$ cat config.mk
export PLATFORM = sky130hd
export DESIGN_NAME = pwr_seq_ctrl
export DESIGN_NICKNAME = d
export VERILOG_FILES = /design/src/rtl/pwr_seq_pkg.sv /design/src/rtl/pwr_seq_timer.sv /design/src/rtl/pwr_seq_ctrl.sv
export SDC_FILE = /design/constraint.sdc
export NUM_CORES = 1
export LEC_CHECK = 0
export ABC_CLOCK_PERIOD_IN_PS = 1700
export CAP_MARGIN = 20
export CORE_AREA = 2 2 63 65
export CTS_CLUSTER_DIAMETER = 100
export CTS_CLUSTER_SIZE = 25
export DETAILED_ROUTE_END_ITERATION = 8
export DIE_AREA = 0 0 65 67
export PLACE_DENSITY = 0.73
export REMOVE_ABC_BUFFERS = 1
export SYNTH_ARGS = -nofsm -noshare
export SYNTH_HDL_FRONTEND = slang
export SYNTH_SLANG_ARGS = --single-unit
export TNS_END_PERCENT = 50
$ cat constraint.sdc
create_clock -name clk -period 1.7 [get_ports clk]
set_input_delay 0.425 -clock clk [delete_from_list [all_inputs] [get_ports clk]]
set_output_delay 0.425 -clock clk [all_outputs]
set_load 0.02 [all_outputs]
$ cat src/rtl/pwr_seq_pkg.sv
// Shared state encoding, widths and delay-load helper for the exec-domain power sequencer.
package pwr_seq_pkg;

    localparam logic [2:0] PWR_ST_ON     = 3'd0;
    localparam logic [2:0] PWR_ST_ISO    = 3'd1;
    localparam logic [2:0] PWR_ST_OFF    = 3'd2;
    localparam logic [2:0] PWR_ST_PWRUP  = 3'd3;
    localparam logic [2:0] PWR_ST_RSTREL = 3'd4;

    typedef enum logic [2:0] {
        ST_ON     = PWR_ST_ON,
        ST_ISO    = PWR_ST_ISO,
        ST_OFF    = PWR_ST_OFF,
        ST_PWRUP  = PWR_ST_PWRUP,
        ST_RSTREL = PWR_ST_RSTREL
    } pwr_state_t;

    localparam int TMR_W  = 4;
    localparam int IDLE_W = 8;
    localparam int WAKE_W = 16;

    // The timer reports done on the cycle it reads zero, so an N-cycle hold loads N-1.
    function automatic logic [TMR_W-1:0] dly_load(input int unsigned dly);
        return TMR_W'(dly - 1);
    endfunction

endpackage

$ cat src/rtl/pwr_seq_timer.sv
// Loadable 4-bit down-counter shared by the ISO, PWRUP and RSTREL hold phases.
module pwr_seq_timer
    import pwr_seq_pkg::*;
(
    input  logic             clk,
    input  logic             rst,
    input  logic             load,
    input  logic [TMR_W-1:0] load_val,
    output logic             done,
    output logic             done_next
);

    logic [TMR_W-1:0] cnt_q;
    logic [TMR_W-1:0] cnt_d;

    always_comb begin
        cnt_d = cnt_q;
        if (load) begin
            cnt_d = load_val;
        end else if (cnt_q != '0) begin
            cnt_d = cnt_q - 1'b1;
        end
    end

    always_ff @(posedge clk) begin
        if (!rst) begin
            cnt_q <= '0;
        end else begin
            cnt_q <= cnt_d;
        end
    end

    assign done      = (cnt_q == '0);
    assign done_next = (cnt_d == '0);

endmodule

$ cat src/rtl/pwr_seq_ctrl.sv
// Exec-domain power-gating sequencer: idle detect, isolate, power off, wake, reset release.
// Optional retention save/restore strobes are built when PWR_SEQ_RETENTION_EN is defined.
//
// state  | meaning
// ON     | domain powered; counting consecutive idle cycles
// ISO    | outputs clamped, power still on; wake/disable aborts back to ON
// OFF    | power removed, outputs clamped; waits for wake or disable
// PWRUP  | power restored, domain held in reset while rails settle
// RSTREL | reset still held for release window, then back to ON
module pwr_seq_ctrl
    import pwr_seq_pkg::*;
#(
    parameter int IDLE_CYCLES = 16,
    parameter int ISO_DLY     = 2,
    parameter int PWRUP_DLY   = 4,
    parameter int RST_CYCLES  = 2
) (
    input  logic              clk,
    input  logic              rst,
    input  logic              pwr_en,
    input  logic              ififo_rdy,
    input  logic              exec_idle,
    output logic              pwr_down,
    output logic              iso_enable,
    output logic              pwron_reset,
    output logic [2:0]        pwr_state,
    output logic [WAKE_W-1:0] wake_cnt
`ifdef PWR_SEQ_RETENTION_EN
    ,
    output logic              ret_save,
    output logic              ret_restore
`endif
);

    localparam logic [IDLE_W-1:0] IDLE_LAST  = IDLE_W'(IDLE_CYCLES - 1);
    localparam logic [TMR_W-1:0]  ISO_LOAD   = dly_load(ISO_DLY);
    localparam logic [TMR_W-1:0]  PWRUP_LOAD = dly_load(PWRUP_DLY);
    localparam logic [TMR_W-1:0]  RST_LOAD   = dly_load(RST_CYCLES);

    pwr_state_t        state_q, state_d;
    logic [IDLE_W-1:0] idle_cnt_q, idle_cnt_d;
    logic [WAKE_W-1:0] wake_cnt_q, wake_cnt_d;
    logic              pwr_down_q, pwr_down_d;
    logic              iso_enable_q, iso_enable_d;
    logic              pwron_reset_q, pwron_reset_d;

    logic              tmr_load;
    logic [TMR_W-1:0]  tmr_load_val;
    logic              tmr_done;
    logic              tmr_done_next;

    logic              idle_qual;
    logic              wake_req;

    assign idle_qual = pwr_en & exec_idle & ~ififo_rdy;
    assign wake_req  = ififo_rdy | ~pwr_en;

    pwr_seq_timer u_timer (
        .clk       (clk),
        .rst       (rst),
        .load      (tmr_load),
        .load_val  (tmr_load_val),
        .done      (tmr_done),
        .done_next (tmr_done_next)
    );

    always_comb begin
        state_d      = state_q;
        idle_cnt_d   = '0;
        wake_cnt_d   = wake_cnt_q;
        tmr_load     = 1'b0;
        tmr_load_val = '0;

        unique case (state_q)
            ST_ON: begin
                if (idle_qual) begin
                    if (idle_cnt_q == IDLE_LAST) begin
                        state_d      = ST_ISO;
                        tmr_load     = 1'b1;
                        tmr_load_val = ISO_LOAD;
                    end else begin
                        idle_cnt_d = idle_cnt_q + 1'b1;
                    end
                end
            end
            ST_ISO: begin
                // Power was never removed, so an abort needs no reset sequence.
                if (wake_req) begin
                    state_d = ST_ON;
                end else if (tmr_done) begin
                    state_d = ST_OFF;
                end
            end
            ST_OFF: begin
                if (wake_req) begin
                    state_d      = ST_PWRUP;
                    tmr_load     = 1'b1;
                    tmr_load_val = PWRUP_LOAD;
                end
            end
            ST_PWRUP: begin
                if (tmr_done) begin
                    state_d      = ST_RSTREL;
                    tmr_load     = 1'b1;
                    tmr_load_val = RST_LOAD;
                end
            end
            ST_RSTREL: begin
                if (tmr_done) begin
                    state_d = ST_ON;
                    if (wake_cnt_q != {WAKE_W{1'b1}}) begin
                        wake_cnt_d = wake_cnt_q + 1'b1;
                    end
                end
            end
            default: begin
                state_d = ST_ON;
            end
        endcase

        // Outputs are decoded from the next state so they change on the same edge as the state.
        pwr_down_d    = (state_d == ST_OFF);
        iso_enable_d  = (state_d != ST_ON);
        pwron_reset_d = (state_d == ST_PWRUP) || (state_d == ST_RSTREL);
    end

`ifdef PWR_SEQ_RETENTION_EN
    logic ret_save_q, ret_save_d;
    logic ret_restore_q, ret_restore_d;

    // Save strobes in the ISO cycle whose timer reads zero, i.e. the last one before OFF.
    assign ret_save_d    = (state_d == ST_ISO) && tmr_done_next;
    assign ret_restore_d = (state_q == ST_RSTREL) && (state_d == ST_ON);
    assign ret_save      = ret_save_q;
    assign ret_restore   = ret_restore_q;
`else
    logic unused_tmr_done_next;
    assign unused_tmr_done_next = tmr_done_next;
`endif

    always_ff @(posedge clk) begin
        if (!rst) begin
            state_q       <= ST_ON;
            idle_cnt_q    <= '0;
            wake_cnt_q    <= '0;
            pwr_down_q    <= 1'b0;
            iso_enable_q  <= 1'b0;
            pwron_reset_q <= 1'b0;
`ifdef PWR_SEQ_RETENTION_EN
            ret_save_q    <= 1'b0;
            ret_restore_q <= 1'b0;
`endif
        end else begin
            state_q       <= state_d;
            idle_cnt_q    <= idle_cnt_d;
            wake_cnt_q    <= wake_cnt_d;
            pwr_down_q    <= pwr_down_d;
            iso_enable_q  <= iso_enable_d;
            pwron_reset_q <= pwron_reset_d;
`ifdef PWR_SEQ_RETENTION_EN
            ret_save_q    <= ret_save_d;
            ret_restore_q <= ret_restore_d;
`endif
        end
    end

    assign pwr_down    = pwr_down_q;
    assign iso_enable  = iso_enable_q;
    assign pwron_reset = pwron_reset_q;
    assign pwr_state   = state_q;
    assign wake_cnt    = wake_cnt_q;

endmodule

### After elaboration in Yosys (flattened, before gate mapping)

Cells that the tools add are included.

* bits in registers: 34
* input port bits: 5
* output and inout port bits: 22
* logic and storage cells: 55

* add/sub/neg operators: 3
* equality and inequality tests: 9
* muxes and demuxes: 20
* bitwise gates (word level): 8
* reductions and logical operators: 8

Operators by type and width (count)
* $mux W3: 7
* $add A16 B1 Y16 const B: 1
* $ne A16 B16 Y1 const B: 1
* $pmux W3 S5: 1
* $eq A3 B2 Y1 const B: 4
* $add A8 B1 Y8 const B: 1
* $eq A8 B4 Y1 const B: 1
* $mux W4: 2
* $mux W1: 7
* $eq A3 B3 Y1 const B: 2
* $pmux W2 S3: 1
* $not A1 Y1: 5
* $logic_not A4 Y1: 1
* $reduce_bool A4 Y1: 1
* $reduce_or A4 Y1: 1
* $sub A4 B1 Y4 const B: 1
* $eq A3 B1 Y1 const B: 1
* $logic_not A3 Y1: 1
* $pmux W1 S3: 1
* $reduce_and A3 Y1: 1
* $reduce_bool A3 Y1: 1
* $and A1 B1 Y1: 2
* $mux W2: 1
* $reduce_bool A2 Y1: 1
* 2 further kinds: 2

### Logic depth before layout (Yosys ltp)

Gate-level depths: netlist of the first run.

* depth after elaboration: 6
* gate-level depth with buffers: 7
* depth with buffers taken out: 6

### Modules after synthesis

From an unflattened synthesis of the first run, not the netlist that was laid out.

* cell total of the unflattened synthesis: 197
* area total of the unflattened synthesis: 1675.4 um2

Modules (own cells, without submodules)
* pwr_seq_ctrl: instances 1, cells each 169, area an instance 1437.6 um2, seq. area each 600.6 um2
* pwr_seq_timer: instances 1, cells each 28, area an instance 237.7 um2, seq. area each 80.1 um2

### Worst setup path before layout of the first run

Ideal clock, no wire load.

* path type: reg-to-reg
* start: register wake_cnt_q[0], in the netlist wake_cnt[0]
* end: register wake_cnt_q[12], in the netlist wake_cnt[12]
* setup time: 0.070 ns
* data arrival time: 1.790 ns
* data required time: 1.630 ns
* setup slack: -0.161 ns
* cell stages (with the launch flop): 7
* buffers on the path: 1
* clock period less this slack: 1.861 ns
* cell sequence: dfxtp_1 -> ha_1 -> nand3_2 -> or2_0 -> clkbuf_2 -> or4_1 -> a21oi_1

* cells in the longest elaborated chain, start to end: 2
* elaborated cells on any way between the ends: 3
* those cells by class: 1 x add/sub; 1 x eq/ne; 1 x reduce/logical

RTL lines
* from (decl): line pwr_seq_ctrl.sv:42 `logic [WAKE_W-1:0] wake_cnt_q, wake_cnt_d;`
* from (signal assigned): line pwr_seq_ctrl.sv:156 `wake_cnt_q <= wake_cnt_d;`
* branches (longest 2 deep; another with $add A16 B1 Y16)

Several ways; the timed one is not identified.
A chain may end at the register's enable or synchronous reset.

### Worst setup path in the final report of the first run

* start: register u_timer.cnt_q[1]
* end: register wake_cnt_q[13], in the netlist wake_cnt[13]

* cells in the longest elaborated chain, start to end: 2

RTL lines
* from (decl): line pwr_seq_timer.sv:13 `logic [TMR_W-1:0] cnt_q;`
* from (signal assigned): line pwr_seq_timer.sv:29 `cnt_q <= cnt_d;`
* $logic_not A4 Y1: line pwr_seq_timer.sv:33 `assign done = (cnt_q == '0);`
* $reduce_and A3 Y1 (no source line)

No other way between the ends.

==> results of run 1 <==
## power breakdown
group          switching [mW]  leakage (nW)  internal [mW]  total, mW
Combinational          0.0203         0.663         0.0171     0.0374
Sequential           0.000503         0.275          0.797      0.798
Clock                   0.281        0.0482          0.326      0.607
## kinds of logic (layout without fill, tap and decap cells)
kind of cell	Yosys count	in the layout	share of synthesized area, %
buffers and inverters	13	74	3.590
flip-flops	34	34	40.69
adder cells (fa/ha/maj)	3	3	2.244
XOR/XNOR	8	8	4.189
AO/OA/AOI/OAI	46	46	17.95
multiplexers	1	1	0.5984
AND/OR/NAND/NOR	78	79	30.74
## worst max-delay path by stage
stage | to | from | cells past startpoint
2_1_floorplan | wake_cnt[12]$_SDFFE_PN0P_ | wake_cnt[0]$_SDFFE_PN0P_ | 5
3_3_place_gp | iso_enable$_SDFF_PN0_ | pwr_en | 5
3_5_place_dp | iso_enable$_SDFF_PN0_ | pwr_en | 5
4_1_cts | wake_cnt[1]$_SDFFE_PN0P_ | u_timer.cnt_q[1]$_SDFFE_PN0P_ | 8
5_1_grt | wake_cnt[13]$_SDFFE_PN0P_ | u_timer.cnt_q[1]$_SDFFE_PN0P_ | 7
6_report | wake_cnt[13]$_SDFFE_PN0P_ | u_timer.cnt_q[1]$_SDFFE_PN0P_ | 7
## per-layer routing
layer	track usage, %	vias up	part of all wire, %
met1	26.64	803	42
met3	5.743	12	3.3
li1	-	819	-
met2	38.02	37	52
met4	8.511	0	2.6
met5	0	-	0
## sequential cells by signal, summed over array words and instances (netlist names)
| signal | flops |
|---|---|
| pwr_down | 1 |
| iso_enable | 1 |
| u_timer.cnt_q | 4 |
| wake_cnt | 16 |
| idle_cnt_q | 8 |
| pwron_reset | 1 |
| pwr_state | 3 |
## final cells by class
| cell class | count | area (µm²) | area share, % |
|---|---|---|---|
| repair buffers | 61 | 544.3 | 21.80 |
| well taps | 48 | 60.06 | 2.406 |
| clock buffers | 7 | 86.33 | 3.459 |
| inverters | 5 | 18.77 | 0.7519 |
| flip-flops and latches | 34 | 683.2 | 27.37 |
| clock inverters | 1 | 5.005 | 0.2005 |
| multi-input cells | 137 | 1099 | 44.01 |
## worst reg2reg max path: stages, from the launching register on
cell	delay, ps
dfxtp_2	330
inv_2	70
ha_4	140
nor3b_4	260
buf_6	140
nand4_4	100
or4_4	510
a21oi_2	120
## repair_timing
| action | 4_1_cts | 5_1_grt |
|---|---|---|
| setup endpoints to repair | 46 | 20 |
| gates cloned | 1 | 0 |
| buffers inserted | 6 | 3 |
| hold buffers | 0 | 0 |
| resized for setup | 40 | 23 |
| pin swaps | 18 | 14 |
## placed cells by master (no fill, tap or decap), types with 3 or more instances in the layout
cell / n
nand2_1: 8
o211ai_1: 3
nand4_1: 6
and3_1: 5
dlygate4sd2_1: 19
nor2_1: 12
or4_1: 7
clkbuf_8: 6
xnor2_1: 5
clkdlybuf4s50_1: 5
o31ai_1: 8
inv_1: 3
a21oi_1: 12
dfxtp_1: 32
nor3_1: 3
nand3_1: 6
buf_4: 29
or4_4: 4
xor2_1: 3
a21oi_2: 5
o21ai_0: 5
buf_6: 4
## per-stage QoR
stage | utilization (%) | setup WS [ps]
after floorplan | - | -141.2
after global placement | 59.75 | -377.0
after detailed placement | 59.75 | -434.9
after CTS | 65.72 | -6.446
after global routing | 69.22 | -111.1
final | 69.22 | -36.60
## cells in the mapped netlist (2+ instances only)
master,number
xnor2_1,5
nand2_1,9
o21ai_0,6
a21oi_1,17
nor3_1,3
nand4_1,6
or4_1,11
o211ai_1,3
dfxtp_1,34
and4_1,2
o31ai_1,11
or3b_1,2
buf_2,2
nor4_1,2
clkbuf_1,4
xor2_1,3
nand3_1,6
or3_1,2
and3_1,6
ha_1,3
inv_1,5
nor3b_4,2
nor2_1,12
==> key figures, run 1 <==
Yosys
  • Top cell type by total area after synthesis: dfxtp_1
  • FFs w/ async S/R, synth: 0%
  • Syn. warnings: 0
  • Synth Register Bits: 34
  • Post-synth EDFFs: 0
  • Register area share after synthesis: 40.69%
  • Synthesized area: 1673 µm²
  • Yosys top cell area share: 40.69%
  • Post-Synthesis Cells: 183
  • Ys flop type: dfxtp_1
  • Synth cell types: 50
  • Area contributors post-synth: dfxtp_1, a21oi_1, o31ai_1, or4_1, nor2_1
  • Synth Area per Inst: 9.141 µm²

Pwr
  • Worst vdd ir: 497.8 µV
  • Cell area power density: 577.9 nW/µm²
  • Overall Power: 1.443 mW
  • P_leak: 0.9864 nW

CTS
  • Total CTS buffers: 5
  • Reg clk slew, reported paths: 70 ps
  • Clk sinks: 34
  • Clock Path Buffers: 2
  • CTS tree: built
  • CTS Root Cell: clkbuf_8
  • H-tree depth: 2
  • Worst-Skew Late Latency: 290 ps

Setup path
  • Worst path required time: 1930 ps
  • Cell at the slowest stage of the critical path: or4_4
  • FF-to-FF path depth: 7
  • Worst R2R End: wake_cnt[13]$_SDFFE_PN0P_
  • Crit start category: register
  • Crit end category: register
  • Worst EP arrival: 1970 ps
  • CP cell instances: inv_2 > ha_4 > nor3b_4 > buf_6 > nand4_4 > or4_4 > a21oi_2
  • Crit-path max FO: 6
  • Crit Reg-Reg Startpoint: u_timer.cnt_q[1]$_SDFFE_PN0P_
  • R2R Setup Slk: -40 ps
  • Crit Path Class: register to register
  • Slowest stage delay, CP: 510 ps
  • CP top delay family: simple AND/OR/NAND/NOR gates
  • Buf/Inv on CP: 2

Worst hold path
  • Min-delay src: idle_cnt_q[0]$_SDFF_PP0_
  • Type of the worst min-delay path: register to register
  • Worst-case hold path end point: idle_cnt_q[0]$_SDFF_PP0_
  • Hold path depth: 1

Timing
  • Pins Over Slew Limit: 0
  • Period Utilization, post-route: 102.2%
  • Final setup violation count: 8
  • Minimum clock period: 1737 ps
  • Hold slack: 444.3 ps
  • RSZ-0062 raised after global routing: true
  • Worst Slack Setup Final: -36.60 ps
  • F_max: 0.5758 GHz
  • Hold Fails Final Rpt: 0
  • Slew headroom: 73.60%
  • Setup tns final: -154.7 ps
  • Skew final: 5.524 ps
  • Worst Max-Slew Pin Slew: 392.9 ps

Die
  • Die width: 65 µm
  • Standard-cell rows: 22
  • Io pins: 27
  • Initial Utilization: 46.39%
  • Core Area: 3606 µm²
  • Die Area: 4355 µm²
  • Die H: 67 µm

Route
  • Drt total wl: 4.444 mm
  • DRC: 0
  • Detail Route Antenna Nets: 0
  • Vias: 1671
  • DRT Pass-1 Iters: 4
  • DR vias/cell: 5.703
  • DR WL/cell: 15.17 µm
  • Initial DRC Count: 118

Layout
  • Antenna Diode Count: 0
  • Share of layout cells above drive strength 1: 31.84%
  • Finished Layout Cells: 293
  • Final net count: 252
  • P&R area growth vs syn: 49.21%
  • Post-route cell area: 2496 µm²
  • Layout fillers: 284

Outcome
  • Status: finished, violations left
  • Failing checks: negative setup slack

Place
  • Cell Area, Placed: 2155 µm²
  • Post-DP HPWL: 2.946 mm
  • RePlAce Congestion: 0.8941
  • IO buf count: 26
  • Placed instance count: 276

Global routing
  • Vias in the first global route: 1658
  • GRT Overall Usage: 22.22%
  • Global-route wire length before repair: 7.472 mm
  • Global route total overflow: 0
  • Initial antenna violation count: 0
  • Pin count of the biggest net entering global routing: 20

Flow run
  • Max Cap Viol: 0
No activity file was read; power rests on OpenSTA's default activity.
==> inputs of run 2 (changes only) <==
REMOVE_ABC_BUFFERS = unset   (was 1)
==> key figures, run 2 (synthesis results as in run 1) <==
Outcome
  • Status: finished, violations left
  • Failing checks: negative setup slack

Setup path
  • Cell at the slowest stage of the critical path: nor4bb_2
  • Crit Path Class: register to register
  • FF-to-FF path depth: 6 (-1)
  • Worst path required time: 1880 ps (-50 ps)
  • CP cell instances: inv_2 > ha_4 > nor4bb_2 > mux2i_1 > nor3_1 > a311o_1
  • Crit end category: register
  • Crit start category: register
  • Worst EP arrival: 1960 ps (about the same)
  • Crit-path max FO: 4 (-2)
  • Slowest stage delay, CP: 420 ps (-90 ps)

Layout
  • Most common cell after layout, fill and taps aside: buf_4
  • Finished Layout Cells: 291 (-0.68%)
  • Layout fillers: 299 (+5.3%)
  • P&R area growth vs syn: 45.85%
  • Antenna Diode Count: 0 (unchanged)
  • Most frequent cells in the layout: buf_4, dfxtp_1, dlygate4sd2_1, nor2_1
  • Final net count: 250 (-0.79%)
  • Share of layout cells above drive strength 1: 35.39% (+3.6 points)
  • Max FFs per register: 16 (unchanged)

Global routing
  • Global-route wire length before repair: 7.134 mm (-4.5%)
  • Vias in the first global route: 1637 (-1.3%)
  • Initial antenna violation count: 0 (unchanged)
  • Global route total overflow: 0 (unchanged)
  • GRT Overall Usage: 21.54% (-0.68 points)
  • Pin count of the biggest net entering global routing: 17 (-15%)

CTS
  • CTS tree: built
  • Clock Path Buffers: 2 (unchanged)
  • Clk sinks: 34 (unchanged)
  • Reg clk slew, reported paths: 60 ps (about the same)
  • H-tree depth: 2 (unchanged)
  • Total CTS buffers: 5 (unchanged)
  • Worst-Skew Late Latency: 290 ps (about the same)
  • CTS Root Cell: clkbuf_8

Route
  • Drt total wl: 4.530 mm (+1.9%)
  • DR WL/cell: 15.57 µm (+2.6%)
  • DRT Pass-1 Iters: 4 (unchanged)
  • Detail Route Antenna Nets: 0 (unchanged)
  • Initial DRC Count: 93 (-21%)
  • Vias: 1675 (+0.24%)
  • DR vias/cell: 5.756 (+0.93%)
  • DRC: 0 (unchanged)

Timing
  • RSZ-0062 raised after global routing: true
  • Final setup violation count: 5 (-3)
  • F_max: 0.5629 GHz (-2.3%)
  • Minimum clock period: 1777 ps (+39.98 ps)
  • Worst Max-Slew Pin Slew: 402.3 ps (+9.373 ps)
  • Skew final: 3.531 ps (-1.993 ps)
  • Period Utilization, post-route: 104.5% (+2.4 points)
  • Setup tns final: -116.0 ps (+38.78 ps)
  • Slew headroom: 72.79% (-0.81 points)
  • Pins Over Slew Limit: 0 (unchanged)
  • Worst Slack Setup Final: -76.58 ps (-39.98 ps)
  • Hold Fails Final Rpt: 0 (unchanged)

Yosys
  • Synth Net Count: 191

Pwr
  • P_leak: 0.9614 nW (-2.5%)
  • Worst vdd ir: 595.9 µV (+20%)
  • Cell area power density: 576.7 nW/µm² (-0.21%)

Place
  • Post-DP HPWL: 3.089 mm (+4.9%)
  • IO buf count: 26 (unchanged)
  • Placed instance count: 277 (+0.36%)
  • RePlAce Congestion: 0.7908 (-12%)

Die
  • Die H: 67 µm (unchanged)
  • Die width: 65 µm (unchanged)
  • Io pins: 27 (unchanged)
  • Die Area: 4355 µm² (unchanged)
  • Standard-cell rows: 22 (unchanged)
  • Initial Utilization: 46.39% (unchanged)
  • Core Area: 3606 µm² (unchanged)

Flow run
  • Max Cap Viol: 0 (unchanged)

Worst hold path
  • Hold path depth: 1 (unchanged)
  • Type of the worst min-delay path: register to register
[run 2: changes by cell type in the layout (fill, tap and decap cells not counted), moves of 4 or more]
cell,delta
dfxtp_2,+4
a21oi_1,-5
dfxtp_1,-5
a21oi_2,+5
[run 2: final timing paths]
check                                  end  slack [ps]                     startpoint
setup / recovery     iso_enable$_SDFF_PN0_         -80  u_timer.cnt_q[0]$_SDFFE_PN0P_
hold / removal    idle_cnt_q[0]$_SDFF_PP0_         440       idle_cnt_q[0]$_SDFF_PP0_
setup reg to reg     iso_enable$_SDFF_PN0_         -80  u_timer.cnt_q[0]$_SDFFE_PN0P_
hold reg to reg   idle_cnt_q[0]$_SDFF_PP0_         440       idle_cnt_q[0]$_SDFF_PP0_
[run 2: repair_timing]
| action | CTS | global route |
|---|---|---|
| resized for setup | 37 | 26 |
| setup buffers | 1 | 5 |
| setup endpoints to repair | 49 | 22 |
| gates cloned | 0 | 0 |
| hold buffers | 0 | 0 |
| pin swaps | 11 | 11 |
[run 2: report_power, final]
part | total [mW] | internal, mW | switching [mW]
logic | 0.0417 | 0.0193 | 0.0224
registers | 0.796 | 0.796 | 0.000488
clock network | 0.569 | 0.290 | 0.279
[run 2: worst max-delay path: cells and delay by family, from the launching register on]
| kind | cells | cell delay (ps) |
|---|---|---|
| simple gates | 2 | 550 |
| flops | 1 | 320 |
| buf+inv | 1 | 60 |
| compound gates | 1 | 270 |
| fa+ha+maj | 1 | 140 |
| mux | 1 | 320 |
[run 2: final cells by class]
cell class / count / area (µm²) / area share [%]
clock buffers: 8 / 80.08 / 3.282
inverters: 5 / 18.77 / 0.7692
well taps: 48 / 60.06 / 2.462
multi-input cells: 136 / 1082 / 44.36
repair buffers: 60 / 506.7 / 20.77
flip-flops and latches: 34 / 691.9 / 28.36
[run 2: through the flow]
step	setup WS [ps]	utilization [%]	cell area, µm²	hold slack [ps]	total power [mW]
floorplan	-10.04	-	1693	413.2	0.8275
global placement	-348.2	60.48	2181	419.9	0.8480
detailed placement	-403.1	60.48	2181	434.7	0.8492
CTS	-21.19	64.12	2312	443.4	1.415
global route	-110.0	67.66	2440	477.1	1.469
finish	-76.58	67.66	2440	442.2	1.407
[run 2: per-layer routing]
| metal | track usage (%) | share of wire (%) | vias to the layer above |
|---|---|---|---|
| li1 | - | - | 818 |
| met1 | 23.85 | 40 | 810 |
| met2 | 37.76 | 54 | 39 |
| met3 | 5.912 | 4.1 | 8 |
| met4 | 10.90 | 1.8 | 0 |
| met5 | 0 | 0 | - |
